==> config.mk <==
export PLATFORM = sky130hd
export DESIGN_NAME = instruction_fetcher
export DESIGN_NICKNAME = d
export VERILOG_FILES = /design/src/rtl/riscv_defs_pkg.sv /design/src/rtl/if_next_pc.sv /design/src/rtl/instruction_fetcher.sv
export SDC_FILE = /design/constraint.sdc
export NUM_CORES = 1
export LEC_CHECK = 0
export BUFFER_PORTS_ARGS = -buffer_cell sky130_fd_sc_hd__buf_2
export CORE_AREA = 10 10 152 154
export DETAILED_ROUTE_END_ITERATION = 8
export DIE_AREA = 0 0 162 164
export GPL_TIMING_DRIVEN = 0
export PLACE_DENSITY = 0.8
export SLEW_MARGIN = 20
export SYNTH_ARGS = -nofsm -noshare
export SYNTH_HDL_FRONTEND = slang
export SYNTH_SLANG_ARGS = --single-unit
==> constraint.sdc <==
create_clock -name clk_in -period 5.1 [get_ports clk_in]
set_input_delay 0 -clock clk_in [delete_from_list [all_inputs] [get_ports clk_in]]
set_output_delay 0 -clock clk_in [all_outputs]
set_load 0.01 [all_outputs]
==> src/rtl/riscv_defs_pkg.sv <==
// Shared RV32I definitions for the front end: major opcodes, address width,
// immediate extraction helpers and the fetch FSM state type.
package riscv_defs;

    localparam int unsigned ADDR_WIDTH = 32;

    localparam logic [6:0] OPC_LUI    = 7'h37;
    localparam logic [6:0] OPC_AUIPC  = 7'h17;
    localparam logic [6:0] OPC_JAL    = 7'h6F;
    localparam logic [6:0] OPC_JALR   = 7'h67;
    localparam logic [6:0] OPC_BRANCH = 7'h63;
    localparam logic [6:0] OPC_LOAD   = 7'h03;
    localparam logic [6:0] OPC_STORE  = 7'h23;
    localparam logic [6:0] OPC_OP_IMM = 7'h13;
    localparam logic [6:0] OPC_OP     = 7'h33;

    typedef enum logic [1:0] {
        StFetch,
        StHold,
        StWaitJalr
    } if_state_e;

    // Raw 21-bit J-type offset; bit 0 is always zero.
    function automatic logic [20:0] j_imm(input logic [31:0] inst);
        return {inst[31], inst[19:12], inst[20], inst[30:21], 1'b0};
    endfunction

    // Raw 13-bit B-type offset; bit 0 is always zero.
    function automatic logic [12:0] b_imm(input logic [31:0] inst);
        return {inst[31], inst[7], inst[30:25], inst[11:8], 1'b0};
    endfunction

endpackage

==> src/rtl/if_next_pc.sv <==
// Speculative next-PC computation for one fetched instruction word.
module if_next_pc #(
    parameter int unsigned ADDR_WIDTH = 32
) (
    input  logic [ADDR_WIDTH-1:0] pc,
    input  logic [31:0]           inst,
    input  logic                  predict_taken,
    output logic [ADDR_WIDTH-1:0] next_pc,
    output logic                  is_jalr
);
    import riscv_defs::*;

    logic [20:0] jimm;
    logic [12:0] bimm;
    logic [ADDR_WIDTH-1:0] jimm_ext;
    logic [ADDR_WIDTH-1:0] bimm_ext;

    assign jimm     = j_imm(inst);
    assign bimm     = b_imm(inst);
    assign jimm_ext = {{(ADDR_WIDTH-21){jimm[20]}}, jimm};
    assign bimm_ext = {{(ADDR_WIDTH-13){bimm[12]}}, bimm};

    always_comb begin
        next_pc = pc + ADDR_WIDTH'(4);
        is_jalr = 1'b0;
        case (inst[6:0])
            OPC_JAL:    next_pc = pc + jimm_ext;
            OPC_BRANCH: if (predict_taken) next_pc = pc + bimm_ext;
            OPC_JALR:   is_jalr = 1'b1;
            default:    ;
        endcase
    end

endmodule

==> src/rtl/instruction_fetcher.sv <==
// Fetch stage: sequences the PC, talks to the I-cache and predictor, and hands
// one-cycle instruction packets to the decoder.
module instruction_fetcher #(
    parameter int unsigned           ADDR_WIDTH = riscv_defs::ADDR_WIDTH,
    parameter logic [ADDR_WIDTH-1:0] RESET_PC   = '0
) (
    input  logic                  clk_in,
    input  logic                  rst_in,
    input  logic                  rdy_in,
    output logic                  IFIC_en,
    output logic [ADDR_WIDTH-1:0] IFIC_addr,
    input  logic                  ICIF_en,
    input  logic [31:0]           ICIF_data,
    output logic [ADDR_WIDTH-1:0] IFPD_pc,
    input  logic                  PDIF_predict_result,
    input  logic                  DPIF_stall,
    input  logic                  ROBIF_jump_en,
    input  logic [ADDR_WIDTH-1:0] ROBIF_jump_addr,
    output logic                  IFDC_en,
    output logic [ADDR_WIDTH-1:0] IFDC_pc,
    output logic [6:0]            IFDC_opcode,
    output logic [24:0]           IFDC_remain_inst,
    output logic                  IFDC_predict_result
);
    import riscv_defs::*;

    if_state_e             state_q;
    logic [ADDR_WIDTH-1:0] pc_q;
    logic [31:0]           inst_q;
    logic                  hold_valid_q;
    logic                  drop_pending_q;
    logic                  lost_q;
    logic                  in_rst_q;

    logic [31:0]           cur_inst;
    logic [ADDR_WIDTH-1:0] next_pc;
    logic                  is_jalr;
    logic                  is_branch;
    logic                  outstanding;
    logic                  issue;

    assign cur_inst  = (state_q == StHold) ? inst_q : ICIF_data;
    assign is_branch = (cur_inst[6:0] == OPC_BRANCH);
    assign IFPD_pc   = pc_q;
    // A cache answer is still owed and will not arrive this cycle.
    assign outstanding = (IFIC_en || drop_pending_q || lost_q) && !ICIF_en;
    assign issue = !DPIF_stall &&
                   ((state_q == StFetch && ICIF_en && !drop_pending_q) ||
                    (state_q == StHold && hold_valid_q));

    if_next_pc #(
        .ADDR_WIDTH(ADDR_WIDTH)
    ) u_next_pc (
        .pc           (pc_q),
        .inst         (cur_inst),
        .predict_taken(PDIF_predict_result),
        .next_pc      (next_pc),
        .is_jalr      (is_jalr)
    );

    always_ff @(posedge clk_in) begin
        if (rst_in) begin
            state_q             <= StFetch;
            pc_q                <= RESET_PC;
            inst_q              <= '0;
            hold_valid_q        <= 1'b0;
            drop_pending_q      <= 1'b0;
            // Remember a request interrupted by the first reset cycle; its
            // answer must be swallowed once reset is released.
            lost_q              <= in_rst_q ? (lost_q && !ICIF_en) : outstanding;
            in_rst_q            <= 1'b1;
            IFIC_en             <= 1'b1;
            IFIC_addr           <= RESET_PC;
            IFDC_en             <= 1'b0;
            IFDC_pc             <= '0;
            IFDC_opcode         <= '0;
            IFDC_remain_inst    <= '0;
            IFDC_predict_result <= 1'b0;
        end else if (rdy_in) begin
            in_rst_q <= 1'b0;
            IFDC_en  <= 1'b0;
            if (ROBIF_jump_en) begin
                state_q        <= StFetch;
                pc_q           <= ROBIF_jump_addr;
                hold_valid_q   <= 1'b0;
                lost_q         <= 1'b0;
                drop_pending_q <= outstanding;
                IFIC_en        <= !outstanding;
                IFIC_addr      <= ROBIF_jump_addr;
            end else if (lost_q) begin
                lost_q         <= 1'b0;
                drop_pending_q <= !ICIF_en;
                IFIC_en        <= ICIF_en;
            end else if (issue) begin
                IFDC_en             <= 1'b1;
                IFDC_pc             <= pc_q;
                IFDC_opcode         <= cur_inst[6:0];
                IFDC_remain_inst    <= cur_inst[31:7];
                IFDC_predict_result <= is_branch && PDIF_predict_result;
                inst_q              <= cur_inst;
                hold_valid_q        <= 1'b0;
                if (is_jalr) begin
                    state_q <= StWaitJalr;
                    IFIC_en <= 1'b0;
                end else begin
                    state_q   <= StFetch;
                    pc_q      <= next_pc;
                    IFIC_en   <= 1'b1;
                    IFIC_addr <= next_pc;
                end
            end else if (state_q == StFetch && ICIF_en) begin
                if (drop_pending_q) begin
                    drop_pending_q <= 1'b0;
                    IFIC_en        <= 1'b1;
                    IFIC_addr      <= pc_q;
                end else begin
                    inst_q       <= ICIF_data;
                    hold_valid_q <= 1'b1;
                    state_q      <= StHold;
                    IFIC_en      <= 1'b0;
                end
            end
        end
    end

endmodule
==> out/summary.md <==
• 0.950 — part of the cycle the worst path needs
• 48.6 mm — total wire length
• 0.0154 ns — worst setup skew after layout
• 0.249 mV — Worst VDD drop
• 0 — Final Slew Violations
• 22 — maximum number of pins on one net before global-route repair
• 11 — Critical Path Fanout Max
• 52 — number of standard-cell rows in the floorplan
• 22.7 microns — routed wirelength normalized by instance count
• DRC — violated checks
• 2251 — number of violations reported at the end of detailed-routing iteration 0
• 0.257 ns — worst setup margin
• 164 microns — Die H
• 0 — remaining global-route overflow
• 36.5 mm — placed wire-length estimate after detailed placement
• dfxtp_1 — post-synth top area cell
• finished, violations left — status
• 23.3% — Layout area overhead
• 4 — H-tree depth
• 13873 — via count
• 1.07 — weighted congestion at the end of routability-driven global placement
• 0.560 — effective utilization at floorplan
• 5.14 ns — Worst EP arrival
• 0 — number of warnings issued by yosys
• 4.84 ns — shortest clock period the worst path allows after layout
• 1807 — total of fill cells in the finished design
• 2 — maximum root-to-sink buffer count
• 5.82 nW — Static Leakage
• 0.140 — fraction of layout cells with a size suffix above 1
• 0.877 ns — transition at the pin with the smallest max-transition slack
• 0 — proportion of register bits with asynchronous set or reset after synthesis
• dfxtp_1, nand2_1, a21oi_1, ha_1, o21ai_0 — biggest area contributors in the synthesized netlist
• 0 — count of final hold-check violations
• 9 — number of detailed-routing iterations run before antenna repair
• nand2_1 — count leader, synth
• 0 — number of buffers added for setup after CTS
• 0 — number of setup violations in the final report
• 0.44 ns — insertion delay to the later sink of the worst-skew pair
• 0.26 ns — setup slack, reg-to-reg
• 0 — number of nets with antenna violations after routing
• built — CTS tree
• 168 — clock sink count
• 162 microns — die outline width
• 168 — synthesis-stage register bit count
• 0 — antenna diode count
• 0.0306 ns — Hold Slack
• dfxtp_1 — Primary FF master, synth
• register — startpoint type of the worst setup path
• 7.09 sq um — Avg Inst Size Synth
• register — sort of element at the end of the critical path
• 1 — number of remaining DRC errors
• 0.301 — share of the yosys chip area belonging to registers
• 202 — io pins
• 2144 — Final Non-Filler Cells
• nand2b_1, buf_2, mux2i_4, clkinvlp_4, ha_1, clkbuf_1, nand2_1, o221a_2, o31a_1, o41ai_1, xor2_1, a221oi_2, o211ai_1 — cell chain of the critical path
• 26600 sq um — DIE AREA
• 0.416 — worst slew margin relative to its limit
• register to register — Crit Path Class
• 1 — number of flops mapped to enable cells by yosys
• 0.298 — area share of the leading cell type in the synthesized netlist
• 206 MHz — Max Fclk
• 74 — Distinct cells, synth
• 0.08 ns — clock-pin slew of the registers on the worst-case setup and hold paths
• 20000 sq um — placeable core area
• 269 nW/um^2 — cell area power density
• no — unrepaired setup endpoints after global routing
• 0.691 — Finished Core Util
• nand2_1, a21oi_1, dfxtp_1 — cell types with the highest counts after synthesis
• 2054 — placed insts
• 199 — PortBufs
• 1706 — synthesized net count
• 17 — CTS Buf Count
• -0.0796 ns — Place WS
• 6.47 — drt via density
• 5.40 ns — required time at the worst-slack endpoint
• 0 — number of antenna violations at the first check in global routing
• input port to register — worst min-delay path class
• 1584 — number of instances in the synthesized netlist
• 0.53 ns — highest cell delay on the worst timing path
• 12451 — via count of the first global-routing pass
• 1983 — layout net count
• 0 — Max-Cap Viols
• mux2i_4 — library cell contributing the largest single delay on the critical path
• 71.9 mm — global-route wire length before repair
• 11200 sq um — Syn Std Cell Area
• 0.345 — overall global routing resource usage
• clkbuf_16 — Root Buffer
## worst max-delay path: cells and delay by family, from the launching register on
| kind | cells | cell delay, ns |
|---|---|---|
| XOR/XNOR | 1 | 0.14 |
| buffers and inverters | 3 | 1.11 |
| multiplexers | 1 | 0.53 |
| adder cells (fa/ha/maj) | 1 | 0.49 |
| flip-flops | 1 | 0.44 |
| AND/OR/NAND/NOR | 2 | 0.35 |
| AO/OA/AOI/OAI | 5 | 1.63 |
## cell type report
type,instances,area [sq um],share of cell area
Clock inverter,15,224,0.0162
Buffer,119,457,0.0330
Inverter,27,105,0.00759
Timing Repair Buffer,257,1570,0.114
Multi-Input combinational cell,1270,7340,0.530
Timing Repair inverter,1,7.51,0.000542
Sequential cell,168,3370,0.244
Tap cell,270,338,0.0244
Clock buffer,17,425,0.0307
## through the flow
stage / power [mW] / cell area (sq um) / TNS (ns)
finish: 3.72 / 13800 / 0
CTS: 3.68 / 13800 / 0
detailed placement: 2.25 / 12600 / -0.155
global route: 3.84 / 13800 / 0
floorplan: 1.95 / 11200 / 0
global placement: 2.24 / 12600 / -0.147
## kinds of logic after synthesis
group                      after synthesis  share of synthesized area
AOI/OAI and AO/OA                      508                      0.285
xor gates and xnor gates                54                     0.0421
adders and majority gates               51                     0.0582
buffers and inverters                  146                     0.0494
DFF                                    168                      0.301
muxes                                   17                     0.0154
and+or+nand+nor                        640                      0.249
## final timing paths
path / start / endpoint / cells after the start
setup / recovery: state_q[1]$_SDFFE_PP0P_ / IFPD_pc[30]$_SDFFE_PP0P_ / 13
hold / removal: ROBIF_jump_addr[17] / IFPD_pc[17]$_SDFFE_PP0P_ / 4
setup reg to reg: state_q[1]$_SDFFE_PP0P_ / IFPD_pc[30]$_SDFFE_PP0P_ / 13
hold reg to reg: IFDC_remain_inst[6]$_SDFFE_PP0P_ / IFDC_remain_inst[6]$_SDFFE_PP0P_ / 2
## power by group
part	internal, mW	total [mW]	switching [mW]
Sequential	1.37	1.44	0.0715
Clock	0.764	1.42	0.651
Combinational	0.298	0.872	0.574
## flip-flops by register name, indices dropped and copies added (netlist names)
register,flops
drop_pending_q,1
state_q,2
inst_q,32
lost_q,1
in_rst_q,1
IFPD_pc,32
IFDC_opcode,7
IFIC_en,1
IFDC_pc,32
IFDC_en,1
IFIC_addr,32
IFDC_predict_result,1
IFDC_remain_inst,25
## placed cells by master (no fill, tap or decap), types with 25 or more instances in the layout
master / Yosys / layout
dfxtp_1: 167 / 167
nand3_1: 33 / 33
o21ai_0: 80 / 80
a21o_1: 28 / 28
ha_1: 49 / 49
xnor2_1: 30 / 30
buf_2: 5 / 204
a21oi_1: 207 / 206
inv_1: 26 / 25
clkbuf_1: 101 / 99
dlygate4sd3_1: 0 / 57
nor2_1: 89 / 89
nand2_1: 383 / 383
nand4_1: 26 / 26
## timing repair
action,CTS,global route
gates resized for setup,2,11
pin swaps,0,0
setup endpoints to repair,2,34
hold buffers,57,0
cloned,0,1
hold endpoints to repair,81,0
## layer usage
| layer | global-route usage | vias to the layer above | share of wire | routed length, microns |
|---|---|---|---|---|
| met3 | 0.0936 | 165 | 0.14 | 7010 |
| li1 | - | 6246 | - | - |
| met1 | 0.459 | 6370 | 0.38 | 18700 |
| met2 | 0.519 | 1092 | 0.43 | 20700 |
| met5 | 0 | - | 0 | 0 |
| met4 | 0.140 | 0 | 0.045 | 2170 |
(Power assumes the default switching activity.)
